$ cat src/rtl/frame_snapshot_pkg.sv
// Shared types and constants for the frame-coherent game-state double buffer.
package frame_snapshot_pkg;

  localparam int N_OBS         = 10;
  localparam int X_W           = 10;
  localparam int Y_W           = 9;
  localparam int SETTLE_CYCLES = 4;
  localparam int CNT_W         = $clog2(SETTLE_CYCLES) + 1;

  localparam int RST_OBS_X    = 700;
  localparam int RST_OBS_Y    = 500;
  localparam int RST_PLAYER_Y = 240;

  typedef logic [N_OBS-1:0][X_W-1:0] obs_x_arr_t;
  typedef logic [N_OBS-1:0][Y_W-1:0] obs_y_arr_t;

  typedef enum logic [1:0] {IDLE, SETTLE, CAPTURE} snap_state_e;

  typedef struct packed {
    obs_x_arr_t     x_left;
    obs_x_arr_t     x_right;
    obs_y_arr_t     y_up;
    obs_y_arr_t     y_down;
    logic [Y_W-1:0] player_y;
    logic [1:0]     gamemode;
  } snap_t;

  localparam snap_t SNAP_RST = '{
    x_left:   {N_OBS{X_W'(RST_OBS_X)}},
    x_right:  {N_OBS{X_W'(RST_OBS_X)}},
    y_up:     {N_OBS{Y_W'(RST_OBS_Y)}},
    y_down:   {N_OBS{Y_W'(RST_OBS_Y)}},
    player_y: Y_W'(RST_PLAYER_Y),
    gamemode: 2'd0
  };

endpackage

$ cat src/rtl/frame_snapshot_sync_rise_det.sv
// Two-flop synchronizer for an asynchronous level plus a one-cycle rising-edge pulse.
// rise_o is combinational from the flops: 2-3 clk cycles after the input edge.
module sync_rise_det (
  input  logic clk,
  input  logic rst,
  input  logic d_i,
  output logic rise_o
);

  logic sync1_q, sync2_q, sync2_dly_q;

  always_ff @(posedge clk) begin
    if (rst) begin
      sync1_q     <= 1'b0;
      sync2_q     <= 1'b0;
      sync2_dly_q <= 1'b0;
    end else begin
      sync1_q     <= d_i;
      sync2_q     <= sync1_q;
      sync2_dly_q <= sync2_q;
    end
  end

  assign rise_o = sync2_q & ~sync2_dly_q;

endmodule

$ cat src/rtl/frame_snapshot.sv
// Captures settled game state after each tick into staging; commits staging to display on vsync fall.
// No backpressure: newer captures overwrite staging; FRAME_SNAPSHOT_DROP_CNT_EN enables drop_count.
module frame_snapshot
  import frame_snapshot_pkg::*;
(
  input  logic           clk,
  input  logic           rst,
  input  logic           tick_60hz,
  input  logic           vs,
  input  obs_x_arr_t     obstacle_x_left_in,
  input  obs_x_arr_t     obstacle_x_right_in,
  input  obs_y_arr_t     obstacle_y_up_in,
  input  obs_y_arr_t     obstacle_y_down_in,
  input  logic [Y_W-1:0] player_y_in,
  input  logic [1:0]     gamemode_in,
  output obs_x_arr_t     obstacle_x_left_out,
  output obs_x_arr_t     obstacle_x_right_out,
  output obs_y_arr_t     obstacle_y_up_out,
  output obs_y_arr_t     obstacle_y_down_out,
  output logic [Y_W-1:0] player_y_out,
  output logic [1:0]     gamemode_out,
  output logic           frame_updated,
  output logic [7:0]     drop_count
);

  snap_state_e      state_q, state_d;
  logic [CNT_W-1:0] cnt_q, cnt_d;
  logic             vs_dly_q, pending_q, frame_updated_q;
  snap_t            stage_q, disp_q, snap_in;
  logic             tick_rise, vs_fall, capture, commit;

  sync_rise_det u_tick_sync (
    .clk    (clk),
    .rst    (rst),
    .d_i    (tick_60hz),
    .rise_o (tick_rise)
  );

  assign vs_fall = ~vs & vs_dly_q;
  assign snap_in = {obstacle_x_left_in, obstacle_x_right_in, obstacle_y_up_in,
                    obstacle_y_down_in, player_y_in, gamemode_in};

  always_comb begin
    state_d = state_q;
    cnt_d   = cnt_q;
    capture = 1'b0;
    unique case (state_q)
      IDLE: begin
        if (tick_rise) begin
          cnt_d   = CNT_W'(SETTLE_CYCLES - 1);
          state_d = SETTLE;
        end
      end
      SETTLE: begin
        // A fresh tick means the game side is still changing: restart the wait.
        if (tick_rise) begin
          cnt_d = CNT_W'(SETTLE_CYCLES - 1);
        end else if (cnt_q == '0) begin
          state_d = CAPTURE;
        end else begin
          cnt_d = cnt_q - 1'b1;
        end
      end
      CAPTURE: begin
        capture = 1'b1;
        state_d = IDLE;
      end
      default: state_d = IDLE;
    endcase
  end

  // Staging is being rewritten during CAPTURE, so a coinciding vsync defers to the next one.
  assign commit = vs_fall & pending_q & ~capture;

  always_ff @(posedge clk) begin
    if (rst) begin
      state_q         <= IDLE;
      cnt_q           <= '0;
      vs_dly_q        <= 1'b1;
      pending_q       <= 1'b0;
      frame_updated_q <= 1'b0;
      stage_q         <= SNAP_RST;
      disp_q          <= SNAP_RST;
    end else begin
      state_q         <= state_d;
      cnt_q           <= cnt_d;
      vs_dly_q        <= vs;
      frame_updated_q <= commit;
      if (capture) begin
        stage_q   <= snap_in;
        pending_q <= 1'b1;
      end else if (commit) begin
        disp_q    <= stage_q;
        pending_q <= 1'b0;
      end
    end
  end

`ifdef FRAME_SNAPSHOT_DROP_CNT_EN
  logic [7:0] drop_q, drop_d;

  always_comb begin
    drop_d = drop_q;
    if (capture && pending_q && (drop_q != 8'hFF)) drop_d = drop_q + 8'd1;
  end

  always_ff @(posedge clk) begin
    if (rst) drop_q <= 8'd0;
    else     drop_q <= drop_d;
  end

  assign drop_count = drop_q;
`else
  assign drop_count = 8'd0;
`endif

  assign obstacle_x_left_out  = disp_q.x_left;
  assign obstacle_x_right_out = disp_q.x_right;
  assign obstacle_y_up_out    = disp_q.y_up;
  assign obstacle_y_down_out  = disp_q.y_down;
  assign player_y_out         = disp_q.player_y;
  assign gamemode_out         = disp_q.gamemode;
  assign frame_updated        = frame_updated_q;

endmodule

$ cat config.mk
export PLATFORM = sky130hd
export DESIGN_NAME = frame_snapshot
export DESIGN_NICKNAME = d
export VERILOG_FILES = /design/src/rtl/frame_snapshot_pkg.sv /design/src/rtl/frame_snapshot_sync_rise_det.sv /design/src/rtl/frame_snapshot.sv
export SDC_FILE = /design/constraint.sdc
export NUM_CORES = 2
export LEC_CHECK = 0
export ABC_AREA = 1
export CORE_AREA = 4 4 312 314
export DETAILED_ROUTE_END_ITERATION = 16
export DIE_AREA = 0 0 316 318
export GPL_TIMING_DRIVEN = 0
export PLACE_DENSITY_LB_ADDON = 0.15
export SYNTH_ARGS = -nofsm -noshare
export SYNTH_HDL_FRONTEND = slang
export SYNTH_SLANG_ARGS = --single-unit
$ cat constraint.sdc
create_clock -name clk -period 1.65 [get_ports clk]
set_input_delay 0.33 -clock clk [delete_from_list [all_inputs] [get_ports clk]]
set_output_delay 0.33 -clock clk [all_outputs]
set_load 0.02 [all_outputs]
==> results by group <==
Outcome
  • Outcome: finished clean

Power
  • Net Sw Frac: 23.0%
  • Clock share of power: 47.3%
  • Pwr dens: 1070 mW/mm^2
  • Seq pwr share: 46.9%
  • Leak pwr: 18.0 nW
  • Maximum VDD drop: 0.777 mV
  • NetSw: 9.57 mW
  • P_int: 32.1 mW
  • Logic pwr share: 5.8%

Synthesis
  • Syn Inst Count: 3473
  • Seq cells post-synth: 793
  • Number of synthesized flops with an enable pin: 0
  • Count leader, synth: nand2_1
  • Main area contributors after synthesis: dfxtp_1, nand2_1, nand3_1, nor2_1, buf_2
  • Syn avg cell area: 7.91 sq um
  • Share of the synthesized area in the top cell type: 57.8%
  • Distinct cells, synth: 17
  • Top_reg_cell synth: dfxtp_1
  • Post-synth top area cell: dfxtp_1
  • Asr flop ratio synth: 0%
  • Sequential share of the synthesized area: 57.8%
  • Post-synthesis cell area: 0.0275 sq mm
  • Yosys warning count: 0
  • Synth cell count leaders: nand2_1, dfxtp_1, nand3_1, nor2_1, buf_2

Clocking
  • Max H-tree Level: 3
  • CTS root buffer: clkbuf_16
  • CTS buffer count: 89
  • Longest Clk Path Bufs: 3
  • CTS clk-pin slew, worst paths: 60 ps
  • Insertion delay to the later sink of the worst-skew pair: 650 ps
  • CTS sink cnt: 793
  • CTS tree: done

Setup path
  • Crit path buffers/inverters: 1
  • CP peak stage delay: 340 ps
  • Crit Path Max Fanout: 2
  • Worst setup SP type: flop
  • Worst EP required: 1320 ps
  • Worst path cell trace: clkdlybuf4s15_2
  • Crit path capture type: output pin
  • Family with the most delay on the worst path: flip-flops
  • Crit path kind: flop to output pin
  • Worst EP arrival: 1270 ps
  • Slowest cell on crit path: dfxtp_1

Route
  • Vias/cell: 4.54
  • DRC Markers: 0
  • Final WL: 110000 um
  • Antenna viol nets, final: 0
  • Post-DR wirelength/cell: 19.3 um
  • DR vias: 25.9k
  • Violation count after the first detailed-route iteration: 1531
  • First-pass detailed-route iteration total: 5

STA
  • Final setup violation count: 0
  • Slew headroom: 31.8%
  • Slew Limit Fails: 0
  • Final Hold Vio Count: 0
  • Slew @ Worst Pin: 1020 ps
  • Final period util: 96.7%
  • Max Fclk: 0.627 GHz
  • Fin crit period: 1600 ps
  • Final WS setup: 54.2 ps
  • RSZ-0062 raised after global routing: true
  • Max Clock Skew: 21.6 ps

Global routing
  • Initial antenna violation count: 23
  • First-pass GRT wire length: 162000 um
  • Largest net degree at the start of global routing: 15
  • Gr ovfl total: 0
  • GRT Total Usage: 21.2%
  • Vias in the first global route: 25.3k

Floorplan
  • Die width: 316 um
  • Row count: 113
  • Die area: 0.100 sq mm
  • I/O pins: 795
  • Core Area: 0.0946 sq mm
  • Initial core utilization: 29.1%
  • Die Ht: 318 um

Finish
  • # nets final: 4758
  • P&R area growth vs syn: 41.7%
  • Design Area, Final: 0.0390 sq mm
  • Fill cells: 10.1k
  • Share of cells above drive strength 1: 17.6%

Placed design
  • Detailed Place HPWL: 82000 um
  • Worst slack, placed: -668 ps
  • RePlAce Congestion: 0.842
  • Number of port buffers: 785
  • Placed cell areas: 0.0369 sq mm

Job
  • Max-Cap Viols: 0

Worst hold path
  • Hold Crit Class: input port to flop
-- layout by cell type (no fill, tap or decap) --
cell,instances
nand4_1,3
inv_2,3
clkbuf_16,89
buf_4,70
nand3_1,787
nand2_1,1132
clkbuf_4,15
o21ai_0,147
conb_1,8
clkdlybuf4s18_2,2
clkinv_4,1
a21oi_1,2
clkdlybuf4s50_1,393
buf_6,7
clkinvlp_4,8
clkdlybuf4s15_2,128
dfxtp_1,793
inv_1,11
clkbuf_1,54
buf_1,3
clkbuf_2,26
bufinv_16,5
clkbuf_8,17
nand2_4,1
clkinv_2,14
inv_6,6
dlygate4sd3_1,4
nor2_1,306
nor2_4,1
buf_2,387
ha_1,2
diode_2,12
-- worst register-to-register path: cells and delay by family, from the launching register on --
kind	cells	cell delay, ps
buffers and inverters	3	660
flip-flops	1	400
AND/OR/NAND/NOR	4	420
-- cells by family after synthesis --
group           Yosys count  share of synthesized area [%]
flops                   793                           57.8
other cells               1                         0.0136
buf+inv                 298                           5.31
simple gates           2230                           34.1
compound gates          149                           2.71
fa+ha+maj                 2                         0.0910
-- path summary, 6_finish.rpt --
| check | start | endpoint | slack, ps | depth (start not counted) |
|---|---|---|---|---|
| hold / removal | tick_60hz | u_tick_sync.sync1_q$_SDFF_PP0_ | 240 | 3 |
| setup / recovery | obstacle_y_up_out[17]$_SDFFE_PP1P_ | obstacle_y_up_out[17] | 50 | 1 |
| hold reg to reg | u_tick_sync.sync1_q$_SDFF_PP0_ | u_tick_sync.sync2_q$_SDFF_PP0_ | 400 | 2 |
| setup reg to reg | state_q[1]$_SDFFE_PP0P_ | obstacle_x_left_out[61]$_SDFFE_PP0P_ | 120 | 7 |
-- power groups by stage --
stage	registers (mW)	clock network, mW	logic (mW)
floorplan	20.0	0	0.892
global placement	20.0	0	2.46
detailed placement	20.0	0	2.46
CTS	19.6	20.3	2.46
global route	19.6	21.1	2.66
finish	19.6	19.7	2.42
-- repair_timing --
action	4_1_cts	5_1_grt
resized for setup	1614	81
pin swaps	1	0
setup endpoints to repair	1112	639
setup buffers	2	0
hold endpoints to repair	1	0
hold buffers	4	0
-- final cells by class --
type	count	area [sq um]	share of cell area [%]
sequential	793	15900	40.8
multi-input combinational	2389	10200	26.1
timing repair buffer	791	6760	17.4
clock buffer	121	2520	6.46
buffer	283	1610	4.14
tap	1265	1580	4.06
clock inverter	34	342	0.877
inverter	14	52.6	0.135
antenna	12	30.0	0.0771
-- sequential cells by signal, summed over array words and instances (netlist names), 2 cells and up --
register              count
stage_q                 391
cnt_q                     3
gamemode_out              2
obstacle_x_left_out     100
state_q                   2
obstacle_y_up_out        90
obstacle_x_right_out    100
player_y_out              9
obstacle_y_down_out      90
-- metal layers --
| metal | vias to the layer above | GRT usage [%] | wire, um |
|---|---|---|---|
| li1 | 13000 | - | - |
| met1 | 12000 | 25.0 | 44800 |
| met2 | 673 | 37.2 | 54400 |
| met3 | 161 | 5.70 | 7750 |
| met4 | 16 | 6.68 | 2840 |
| met5 | - | 0 | 122 |
-- through the flow --
step / hold WS (ps) / util [%] / instances / power (mW) / setup TNS (ps)
6_report: 239 / 41.2 / 5702 / 41.7 / 0
5_1_grt: 217 / 41.2 / 5698 / 43.3 / -30.7
4_1_cts: 171 / 41.3 / 5691 / 42.3 / -25.2
3_3_place_gp: 398 / 39.1 / 5530 / 22.4 / -343310
3_5_place_dp: 399 / 39.1 / 5530 / 22.4 / -338180
2_1_floorplan: 388 / - / 3480 / 20.9 / 0
(Power assumes the default switching activity.)
